## src/rtl/device_axi_bridge.sv

```systemverilog
// device_axi_bridge: single-outstanding processor-request to AXI4-Lite master bridge.
// Ports: clk/reset (sync, active-high); device_* request side (addr, read/write level
// enables, write data, core id in; read data, ack, error, busy, response core id out);
// m_* AXI4-Lite master channels AW, W, B, AR, R with 32-bit address and data.
module device_axi_bridge #(
  parameter int NUM_CORES = 16,
  parameter logic [3:0] WSTRB_ALL = 4'hF,
  localparam int CIDW = $clog2(NUM_CORES)
) (
  input  logic            clk,
  input  logic            reset,
  input  logic [31:0]     device_addr,
  input  logic            device_read_en,
  input  logic            device_write_en,
  input  logic [31:0]     device_data_out,
  input  logic [CIDW-1:0] device_core_id,
  output logic [31:0]     device_data_in,
  output logic            device_ack,
  output logic            device_error,
  output logic            device_busy,
  output logic [CIDW-1:0] device_resp_core_id,
  output logic [31:0]     m_awaddr,
  output logic            m_awvalid,
  input  logic            m_awready,
  output logic [31:0]     m_wdata,
  output logic [3:0]      m_wstrb,
  output logic            m_wvalid,
  input  logic            m_wready,
  input  logic [1:0]      m_bresp,
  input  logic            m_bvalid,
  output logic            m_bready,
  output logic [31:0]     m_araddr,
  output logic            m_arvalid,
  input  logic            m_arready,
  input  logic [31:0]     m_rdata,
  input  logic [1:0]      m_rresp,
  input  logic            m_rvalid,
  output logic            m_rready
);
  typedef enum logic [2:0] {IDLE, WR, WR_RESP, RD_ADDR, RD_DATA, DONE} state_t;
  state_t state, nxt;
  logic [31:0] addr_q, wdata_q;
  logic [CIDW-1:0] id_q;
  logic err_q, req, aligned;
  assign req     = device_write_en | device_read_en;
  assign aligned = device_addr[1:0] == 2'b00;
  always_comb begin
    nxt = state;
    case (state)
      IDLE:    if (req) nxt = !aligned ? DONE : device_write_en ? WR : RD_ADDR;
      // AW and W may complete in either order; leave once neither is still pending.
      WR:      if ((!m_awvalid || m_awready) && (!m_wvalid || m_wready)) nxt = WR_RESP;
      WR_RESP: if (m_bvalid) nxt = DONE;
      RD_ADDR: if (m_arready) nxt = RD_DATA;
      RD_DATA: if (m_rvalid) nxt = DONE;
      default: nxt = IDLE;
    endcase
  end
  always_ff @(posedge clk)
    if (reset) state <= IDLE;
    else state <= nxt;
  always_ff @(posedge clk) begin
    if (reset) begin
      m_awvalid      <= 1'b0;
      m_wvalid       <= 1'b0;
      m_arvalid      <= 1'b0;
      err_q          <= 1'b0;
      id_q           <= '0;
      addr_q         <= '0;
      wdata_q        <= '0;
      device_data_in <= '0;
    end else if (state == IDLE) begin
      if (req) begin
        addr_q    <= device_addr;
        wdata_q   <= device_data_out;
        id_q      <= device_core_id;
        err_q     <= !aligned;
        m_awvalid <= aligned & device_write_en;
        m_wvalid  <= aligned & device_write_en;
        m_arvalid <= aligned & !device_write_en;
      end
    end else begin
      if (m_awvalid && m_awready) m_awvalid <= 1'b0;
      if (m_wvalid && m_wready) m_wvalid <= 1'b0;
      if (m_arvalid && m_arready) m_arvalid <= 1'b0;
      if (state == WR_RESP && m_bvalid) err_q <= m_bresp != 2'b00;
      // Read data is loaded even on an RRESP error so the processor sees what came back.
      if (state == RD_DATA && m_rvalid) begin
        err_q          <= m_rresp != 2'b00;
        device_data_in <= m_rdata;
      end
    end
  end
  assign m_awaddr            = addr_q;
  assign m_araddr            = addr_q;
  assign m_wdata             = wdata_q;
  assign m_wstrb             = WSTRB_ALL;
  assign m_bready            = state == WR_RESP;
  assign m_rready            = state == RD_DATA;
  assign device_ack          = state == DONE;
  assign device_busy         = state != IDLE;
  assign device_error        = device_ack & err_q;
  assign device_resp_core_id = device_ack ? id_q : '0;
endmodule
```

## config.mk

```make
export PLATFORM = sky130hd
export DESIGN_NAME = device_axi_bridge
export DESIGN_NICKNAME = d
export VERILOG_FILES = /design/src/rtl/device_axi_bridge.sv
export SDC_FILE = /design/constraint.sdc
export NUM_CORES = 1
export LEC_CHECK = 0
export ABC_AREA = 1
export BUFFER_PORTS_ARGS = -buffer_cell sky130_fd_sc_hd__buf_2
export CAP_MARGIN = 5
export CORE_ASPECT_RATIO = 0.7
export CORE_MARGIN = 2
export CORE_UTILIZATION = 47
export DETAILED_ROUTE_END_ITERATION = 8
export PLACE_DENSITY = 0.95
export SETUP_SLACK_MARGIN = 0.1
export SYNTH_ARGS = -nofsm -noshare
export SYNTH_HDL_FRONTEND = slang
export SYNTH_SLANG_ARGS = --single-unit
```

## constraint.sdc

```tcl
create_clock -name clk -period 3.3 [get_ports clk]
set_input_delay 0.33 -clock clk [delete_from_list [all_inputs] [get_ports clk]]
set_output_delay 0.33 -clock clk [all_outputs]
set_load 0.005 [all_outputs]
```

Word-level counts from Yosys, hierarchy flattened

Index checks and enable logic that the tools add are counted.

Logic and storage cells: 73
Flip-flop bits (word level): 107
Output and inout port bits: 144

Eq/ne operators: 10
Reductions and logical operators: 28
Bitwise gates (word level): 5
Muxes and demuxes: 21

Operators by type and width:

| cell               | number |
|---|---|
| $mux 3             | 6 |
| $pmux 3 s5         | 1 |
| $mux 1             | 12 |
| $reduce_and 2->1   | 6 |
| $ne 2x2->1 const B | 5 |
| $reduce_bool 2->1  | 5 |
| $eq 3x2->1 const B | 2 |
| $eq 3x3->1 const B | 2 |
| $logic_and 1x1->1  | 6 |
| $reduce_bool 3->1  | 2 |
| $reduce_and 5->1   | 1 |
| $logic_not 1->1    | 4 |
| $mux 4             | 1 |
| $and 1x1->1        | 3 |
| $eq 3x1->1 const B | 1 |
| $logic_not 3->1    | 1 |
| $logic_not 2->1    | 1 |
| $logic_or 1x1->1   | 2 |
| $mux 2             | 1 |
| $not 1->1          | 1 |
| $or 1x1->1         | 1 |

Logic depth before layout (Yosys ltp)

Gate-level depths: netlist (run 1).

Depth after elaboration: 5
Mapped depth: 9
Mapped depth without buffers: 9

Worst setup path after synthesis (run 1)

Ideal clock, no wire load.

Path kind: register to register
From: reg state[0]
To: reg id_q[1]
Cell stages (with the launch flop): 8
Setup time: 119 ps
Path buffers: 1
Path slack: 2060 ps
Data arrival time: 1120 ps
Period minus slack after synthesis: 1240 ps
Cell sequence: dfxtp_1 > nor2_4 > nand2_4 > nor2_8 > inv_4 > buf_6 > o21ai_0 > a21oi_1

Longest elaborated chain between the ends: 2

RTL lines:

| item                       | line | RTL |
|---|---|---|
| start, declared            | 41   | `state_t state, nxt;` |
| start signal, assigned     | 61   | `else state <= nxt;` |
| $logic_not 3->1            | 72   | `end else if (state == IDLE) begin` |
| $reduce_and 2->1 (no line) | n/a  |  |
| end signal, assigned       | 76   | `id_q <= device_core_id;` |
| end, declared              | 43   | `logic [CIDW-1:0] id_q;` |

Every way passes these cells.
A chain may end at the register's enable or synchronous reset.

Final worst setup path (run 1)

From: reg state[0]
To: reg addr_q[26], in the netlist m_araddr[26]

Longest elaborated chain between the ends: 2

RTL lines:

| item                       | line | RTL |
|---|---|---|
| $logic_not 3->1            | 72   |  |
| $reduce_and 2->1 (no line) | n/a  |  |
| end signal, assigned       | 74   | `addr_q <= device_addr;` |
| end, declared              | 42   | `logic [31:0] addr_q, wdata_q;` |

Every way passes these cells.

==> results of run 1 <==
-- worst reg2reg max path, cell delays in order, from the launching register on --
cell and delay [ns]:
dfxtp_1 0.38, nor2_4 0.22, nand2_4 0.13, nor2_8 0.12
buf_4 0.52, o21ai_0 0.24, nor2_1 0.16
-- logic make-up after synthesis --
family,Yosys count
DFF,107
buffers and inverters,89
other,1
AOI/OAI and AO/OA,119
and+or+nand+nor,249
-- cell type report --
class | instances | area, um^2 | share of cell area, %
sequential | 107 | 2140 | 38.1
clock inverter | 5 | 103 | 1.83
tap | 124 | 155 | 2.76
clock buffer | 10 | 229 | 4.08
timing repair buffer | 255 | 1280 | 22.9
inverter | 17 | 66.3 | 1.18
multi-input combinational | 372 | 1640 | 29.2
-- stage by stage --
stage | area [um^2] | setup slack, ns
5_1_grt | 5620 | 1.29
6_report | 5620 | 1.46
3_3_place_gp | 5290 | 1.40
3_5_place_dp | 5290 | 1.29
2_1_floorplan | 4350 | 2.06
4_1_cts | 5620 | 1.50
-- sequential cells by signal, summed over array words and instances, names as in the netlist --
register,cells
device_data_in,32
m_araddr,32
m_wdata,32
id_q,4
state,3
err_q,1
m_arvalid,1
m_awvalid,1
m_wvalid,1
-- power groups by stage --
stage          Combinational [mW]  Clock [mW]  Sequential [mW]
2_1_floorplan                1.43           0             2.03
3_3_place_gp                 1.90           0             2.00
4_1_cts                      1.96        1.20             2.00
3_5_place_dp                 1.95           0             2.01
5_1_grt                      2.21        1.25             2.05
6_report                     1.93        1.17             2.00
-- layer usage --
layer | wire, um | global-route usage (%) | share of wire, % | vias to the layer above
li1 | - | - | - | 2171
met1 | 4730 | 27.5 | 43 | 1890
met2 | 5420 | 38.6 | 49 | 168
met3 | 767 | 5.16 | 6.9 | 12
met4 | 147 | 6.82 | 1.3 | 0
met5 | 0 | 0 | 0 | -
-- synth_stat cells --
cell type / n / area, um^2
buf_6: 1 / 11.3
nand3_1: 35 / 175
o21bai_1: 1 / 7.51
buf_12: 4 / 80.1
buf_4: 36 / 270
dfxtp_1: 107 / 2140
nand4_1: 1 / 6.26
nand2_4: 1 / 11.3
clkbuf_2: 1 / 5.00
clkbuf_1: 14 / 52.6
nor2_8: 1 / 20.0
a21oi_1: 42 / 210
inv_1: 15 / 56.3
nand2_1: 58 / 218
o21ai_1: 29 / 145
buf_2: 16 / 80.1
inv_4: 1 / 6.26
or2_2: 1 / 6.26
nand3b_1: 1 / 7.51
nor2_1: 149 / 559
conb_1: 1 / 3.75
o21ai_2: 1 / 8.76
nor2_4: 1 / 11.3
inv_2: 1 / 3.75
nor2_2: 1 / 6.26
o21ai_0: 46 / 230
-- path summary, 6_finish.rpt --
path,from,to,slack [ns],cells past startpoint
worst max-delay path,state[0],m_araddr[26],1.46,6
worst min-delay path,device_data_out[7],m_wdata[7],0.22,3
worst max register to register,state[0],m_araddr[26],1.46,6
worst min register to register,id_q[3],id_q[3],0.46,2
==> impl_metrics.py, run 1 <==
metrics = {
    "outcome": {
        "status": "completed",
    },
    "route": {
        "wire_per_inst_um": 12.4,
        "first_iter_violations": 280,
        "wl_um": 11100,
        "final_antenna_net_count": 0,
        "drt_first_pass_iters": 4,
        "drc": 0,
        "vias": 4241,
        "viasPerCell": 4.77,
    },
    "clock_tree": {
        "postCtsSetupBuffers": 0,
        "clk_latency_ns": 0.33,
        "h-tree-depth": 3,
        "cts-resized-gates": 0,
        "clock_sinks": 107,
        "cts-root-buf": "clkbuf_16",
        "path_clk_slew_ns": 0.07,
        "cts_tree": "yes",
        "cts_hold_buffers": 0,
        "clk_path_buf_depth": 2,
        "cts_made_buffers": 9,
    },
    "timing": {
        "drv_slew": 0,
        "rsz0062_at_grt": "no",
        "final-hold-violation-count": 0,
        "setup-violations-final": 0,
        "timing.fmax_mhz": 545,
        "min_period_over_period_pct": 55.6,
        "period_needed_ns": 1.84,
        "fin_hold_ws_ns": 0.217,
        "fin_worst_skew_ns": 0.00418,
        "worst-slew-pin-transition_ns": 1.06,
        "relSlewSlack_pct": 29.6,
        "finalSetupTns_ns": 0,
    },
    "synthesis": {
        "ys_types": 26,
        "synth_top_family_by_area": "simple AND/OR/NAND/NOR gates",
        "postSynthAreaPerCell_um2": 7.67,
        "yosys_warnings": 0,
        "synth_seq_cells": 107,
        "synth_compound_area_share_pct": 13.9,
        "seq_area_frac_synth_pct": 49.4,
        "muxShareOfSynthArea_pct": 0,
        "syn_inst": 565,
        "synth-adder-area-share_pct": 0,
        "synth_xor_area_share_pct": 0,
        "synth_area_um2": 4330,
        "synth_simple_gate_area_share_pct": 23.6,
    },
    "power_and_ir_drop": {
        "p_total_mw": 5.10,
        "intPower_mw": 3.24,
        "clkPwrFrac_pct": 22.9,
        "vdd_ir_drop_max_mv": 0.535,
        "p_leak_nw": 2.92,
        "p_sw_share_pct": 36.5,
        "p_switching_mw": 1.86,
        "seqPwrFrac_pct": 39.2,
        "power_frac_comb_pct": 37.9,
        "powerDensity_nw_per_um2": 908,
    },
    "floorplan": {
        "die_h_um": 84.3,
        "coreArea_um2": 9000,
        "row_count": 29,
        "start_util_pct": 48.2,
        "die_area_um2": 10000,
        "dieWidth_um": 119,
        "ioPinCount": 257,
    },
    "global_routing": {
        "grt_pass1_vias": 4005,
        "grtUsageTotal_pct": 22.2,
        "grt_overflow": 0,
        "grt_pass1_wl_um": 18300,
        "grt_max_degree": 75,
        "antenna_found_initial": 0,
    },
    "finish": {
        "layout_common_cells": "252 x buf_2, 149 x nor2_1, 107 x dfxtp_1, 58 x nand2_1, 46 x o21ai_0",
        "layout_commonest_cell": "buf_2",
        "layoutNonFillerInstCount": 890,
        "n_fill_cell": 805,
        "n_antenna_cell": 0,
        "final_util_pct": 62.4,
        "drive_gt1_share_pct": 36.3,
        "areaGrowthSynthToFinish_pct": 29.6,
        "fin_nets": 875,
    },
    "placement": {
        "dpl.hpwl_um": 8020,
        "gp_congestion": 0.880,
        "io_buffer_count": 252,
        "dp_cells": 875,
    },
    "run": {
        "max-cap-violations": 0,
    },
    "worst_setup_path": {
        "crit_required_ns": 3.56,
        "critPathKind": "reg -> reg",
        "crit_path_top_delay_cell": "buf_4",
        "cp_cell_sequence": "nor2_4 -> nand2_4 -> nor2_8 -> buf_4 -> o21ai_0 -> nor2_1",
        "critPathMaxFanout": 67,
        "cp.arrival_ns": 2.10,
        "worst_setup_path_start_kind": "flip-flop",
        "worst_setup_path_end_kind": "flip-flop",
        "crit_family": "simple AND/OR/NAND/NOR gates",
        "critPathBufInv": 1,
        "slowest_delay_ns": 0.52,
    },
    "hold_path": {
        "holdCritPathClass": "in -> reg",
    },
}
No activity file was read; power rests on OpenSTA's default activity.
==> inputs of run 2 (changes only) <==
Settings changed: ABC_AREA 1 to 0, CORE_UTILIZATION 47 to 43, PLACE_DENSITY 0.95 to 0.9.
Clock period 3.3 ns to 1.83 ns, I/O delays scaled along.
==> run 2 against run 1 <==
Effect of this change: via count shrank 2.8%; sequential power rose by 61%; clock power rose by 65%; worst setup slack worse by 1.3 ns.
==> impl_metrics.py, run 2 <==
metrics = {
    "power_and_ir_drop": {
        "vdd_ir_drop_max_mv": 0.752,
        "seqPwrFrac_pct": 37.9,
        "p_leak_nw": 2.82,
        "intPower_mw": 5.48,
        "clkPwrFrac_pct": 22.7,
        "p_switching_mw": 3.05,
        "power_frac_comb_pct": 39.4,
        "p_total_mw": 8.52,
        "p_sw_share_pct": 35.7,
        "powerDensity_nw_per_um2": 1490,
    },
    "clock_tree": {
        "clock_sinks": 107,
        "cts-root-buf": "clkbuf_16",
        "clk_latency_ns": 0.34,
        "clk_path_buf_depth": 2,
        "cts_tree": "yes",
        "path_clk_slew_ns": 0.07,
        "cts_made_buffers": 9,
        "h-tree-depth": 3,
    },
    "timing": {
        "finalSetupTns_ns": 0,
        "setup-violations-final": 0,
        "fin_hold_ws_ns": 0.0748,
        "period_needed_ns": 1.66,
        "fin_worst_skew_ns": 0.00953,
        "final-hold-violation-count": 0,
        "timing.fmax_mhz": 601,
        "setup_slack_ns": 0.165,
        "min_period_over_period_pct": 91.0,
        "rsz0062_at_grt": "yes",
        "drv_slew": 0,
    },
    "global_routing": {
        "grtUsageMet1_pct": 23.3,
        "grtUsageTotal_pct": 20.4,
        "met2_usage_pct": 35.9,
        "grt_overflow": 0,
        "top_usage_layer": "met2",
        "antenna_found_initial": 0,
        "grt_max_degree": 43,
        "grt_pass1_vias": 3762,
        "grt_pass1_wl_um": 17400,
        "use_met3_pct": 7.53,
    },
    "finish": {
        "drive_gt1_share_pct": 39.0,
        "fin_nets": 861,
        "layout_common_cells": "251 x buf_2, 205 x nand2_1, 105 x dfxtp_1, 104 x a21oi_1, 13 x buf_4",
        "n_antenna_cell": 0,
        "areaGrowthSynthToFinish_pct": 34.6,
        "layoutNonFillerInstCount": 880,
        "layout_commonest_cell": "buf_2",
    },
    "route": {
        "drc": 0,
        "final_antenna_net_count": 0,
        "first_iter_violations": 217,
        "vias": 4122,
        "drt_first_pass_iters": 4,
        "wl_um": 11100,
        "viasPerCell": 4.68,
        "wire_per_inst_um": 12.6,
    },
    "placement": {
        "gp_congestion": 0.802,
        "io_buffer_count": 252,
        "dpl.hpwl_um": 8270,
        "pre_cts_ws_ns": 0.181,
        "dp_cells": 862,
    },
    "synthesis": {
        "yosys_warnings": 0,
        "synth.most_common_cell": "nand2_1",
        "synth_common_cells": "205 x nand2_1, 107 x dfxtp_1, 104 x a21oi_1, 38 x buf_4, 20 x clkbuf_1",
        "synth_area_leaders": "dfxtp_1 51%, nand2_1 18%, a21oi_1 12%",
        "async_flop_share_pct": 0,
        "seq_area_frac_synth_pct": 50.5,
        "synth_area_um2": 4240,
        "synth_seq_cells": 107,
        "syn_inst": 538,
        "ys.flop_type": "dfxtp_1",
        "synth-edff-count": 0,
        "ys_types": 34,
        "synth_top_area_cell": "dfxtp_1",
        "postSynthAreaPerCell_um2": 7.88,
        "synth_top_area_share_pct": 50.5,
    },
    "worst_setup_path": {
        "crit_required_ns": 1.65,
        "critPathKind": "reg -> out",
        "critPathMaxFanout": 8,
        "worst_setup_path_start_kind": "flip-flop",
        "r2r_cells": 6,
        "reg2reg_from": "state[2]",
        "r2r-end": "device_data_in[18]",
        "r2r_slack_ns": 0.28,
        "worst_setup_path_end_kind": "output port",
        "cp.arrival_ns": 1.48,
    },
    "floorplan": {
        "coreArea_um2": 9650,
        "dieWidth_um": 123,
        "ioPinCount": 257,
        "start_util_pct": 44.0,
        "die_area_um2": 10700,
        "die_h_um": 87.1,
        "row_count": 30,
    },
    "hold_path": {
        "hold_end": "m_wdata[17]",
        "min_from": "device_data_out[17]",
        "holdCritPathClass": "in -> reg",
        "hold_path_depth": 3,
    },
    "outcome": {
        "status": "completed",
    },
    "run": {
        "max-cap-violations": 0,
    },
}
[run 2: cell count changes in the layout (fill, tap and decap cells not counted), moves of 11 or more]
cell and change:
a21oi_1 +62, nand2_1 +147, nor2_1 -140, o21ai_0 -46, o21ai_1 -29, inv_1 -11
nand3_1 -33
[run 2: logic make-up after synthesis]
family | count (synthesis) | share of synthesized area [%]
AO/OA/AOI/OAI | 118 | 15.0
buffers and inverters | 78 | 11.7
other | 1 | 0.0884
AND/OR/NAND/NOR | 232 | 22.2
flip-flops | 107 | 50.5
multiplexers | 2 | 0.501
[run 2: stage by stage]
step	util [%]	area, um^2
finish	59.2	5710
global route	59.2	5710
CTS	58.8	5670
detailed placement	55.7	5370
global placement	55.7	5370
floorplan	-	4250
[run 2: timing repair]
| action | in CTS | in global routing |
|---|---|---|
| hold buffers | 0 | 0 |
| setup endpoints to repair | 5 | 18 |
| pin swaps | 0 | 1 |
| setup buffers | 0 | 3 |
| gates resized for setup | 1 | 4 |
[run 2: worst max-delay path by stage]
stage                     startpoint                     end  slack [ns]
after floorplan             state[2]            m_araddr[10]        0.47
after global placement      state[1]            m_araddr[30]        0.26
after detailed placement    state[1]             m_wdata[28]        0.18
after CTS                   state[1]            device_error        0.10
after global routing        state[1]  device_resp_core_id[1]        0.09
final                       state[1]  device_resp_core_id[0]        0.17
[run 2: critical path, stage by stage, from the launching register on]
cell	delay, ns
dfxtp_4	0.40
buf_4	0.15
inv_2	0.06
and3_2	0.24
and2_1	0.17
buf_2	0.13
[run 2: layer usage]
metal,vias up,share of wire [%]
met5,-,0
li1,2116,-
met2,149,49
met4,0,1.0
met3,8,8.8
met1,1849,41
[run 2: power groups by stage]
| stage | logic (mW) | registers, mW | clock network, mW |
|---|---|---|---|
| after global routing | 3.76 | 3.30 | 2.08 |
| after detailed placement | 3.32 | 3.27 | 0 |
| after CTS | 3.32 | 3.22 | 1.99 |
| after global placement | 3.25 | 3.24 | 0 |
| final | 3.36 | 3.23 | 1.93 |
| after floorplan | 2.24 | 3.27 | 0 |
[run 2: cell type report]
| cell class | count | area (um^2) |
|---|---|---|
| well taps | 128 | 160 |
| fillers | 890 | 3940 |
| clock inverters | 5 | 61.3 |
| repair buffers | 268 | 1430 |
| flip-flops and latches | 107 | 2150 |
| clock buffers | 10 | 239 |
| multi-input cells | 356 | 1650 |
| inverters | 6 | 22.5 |
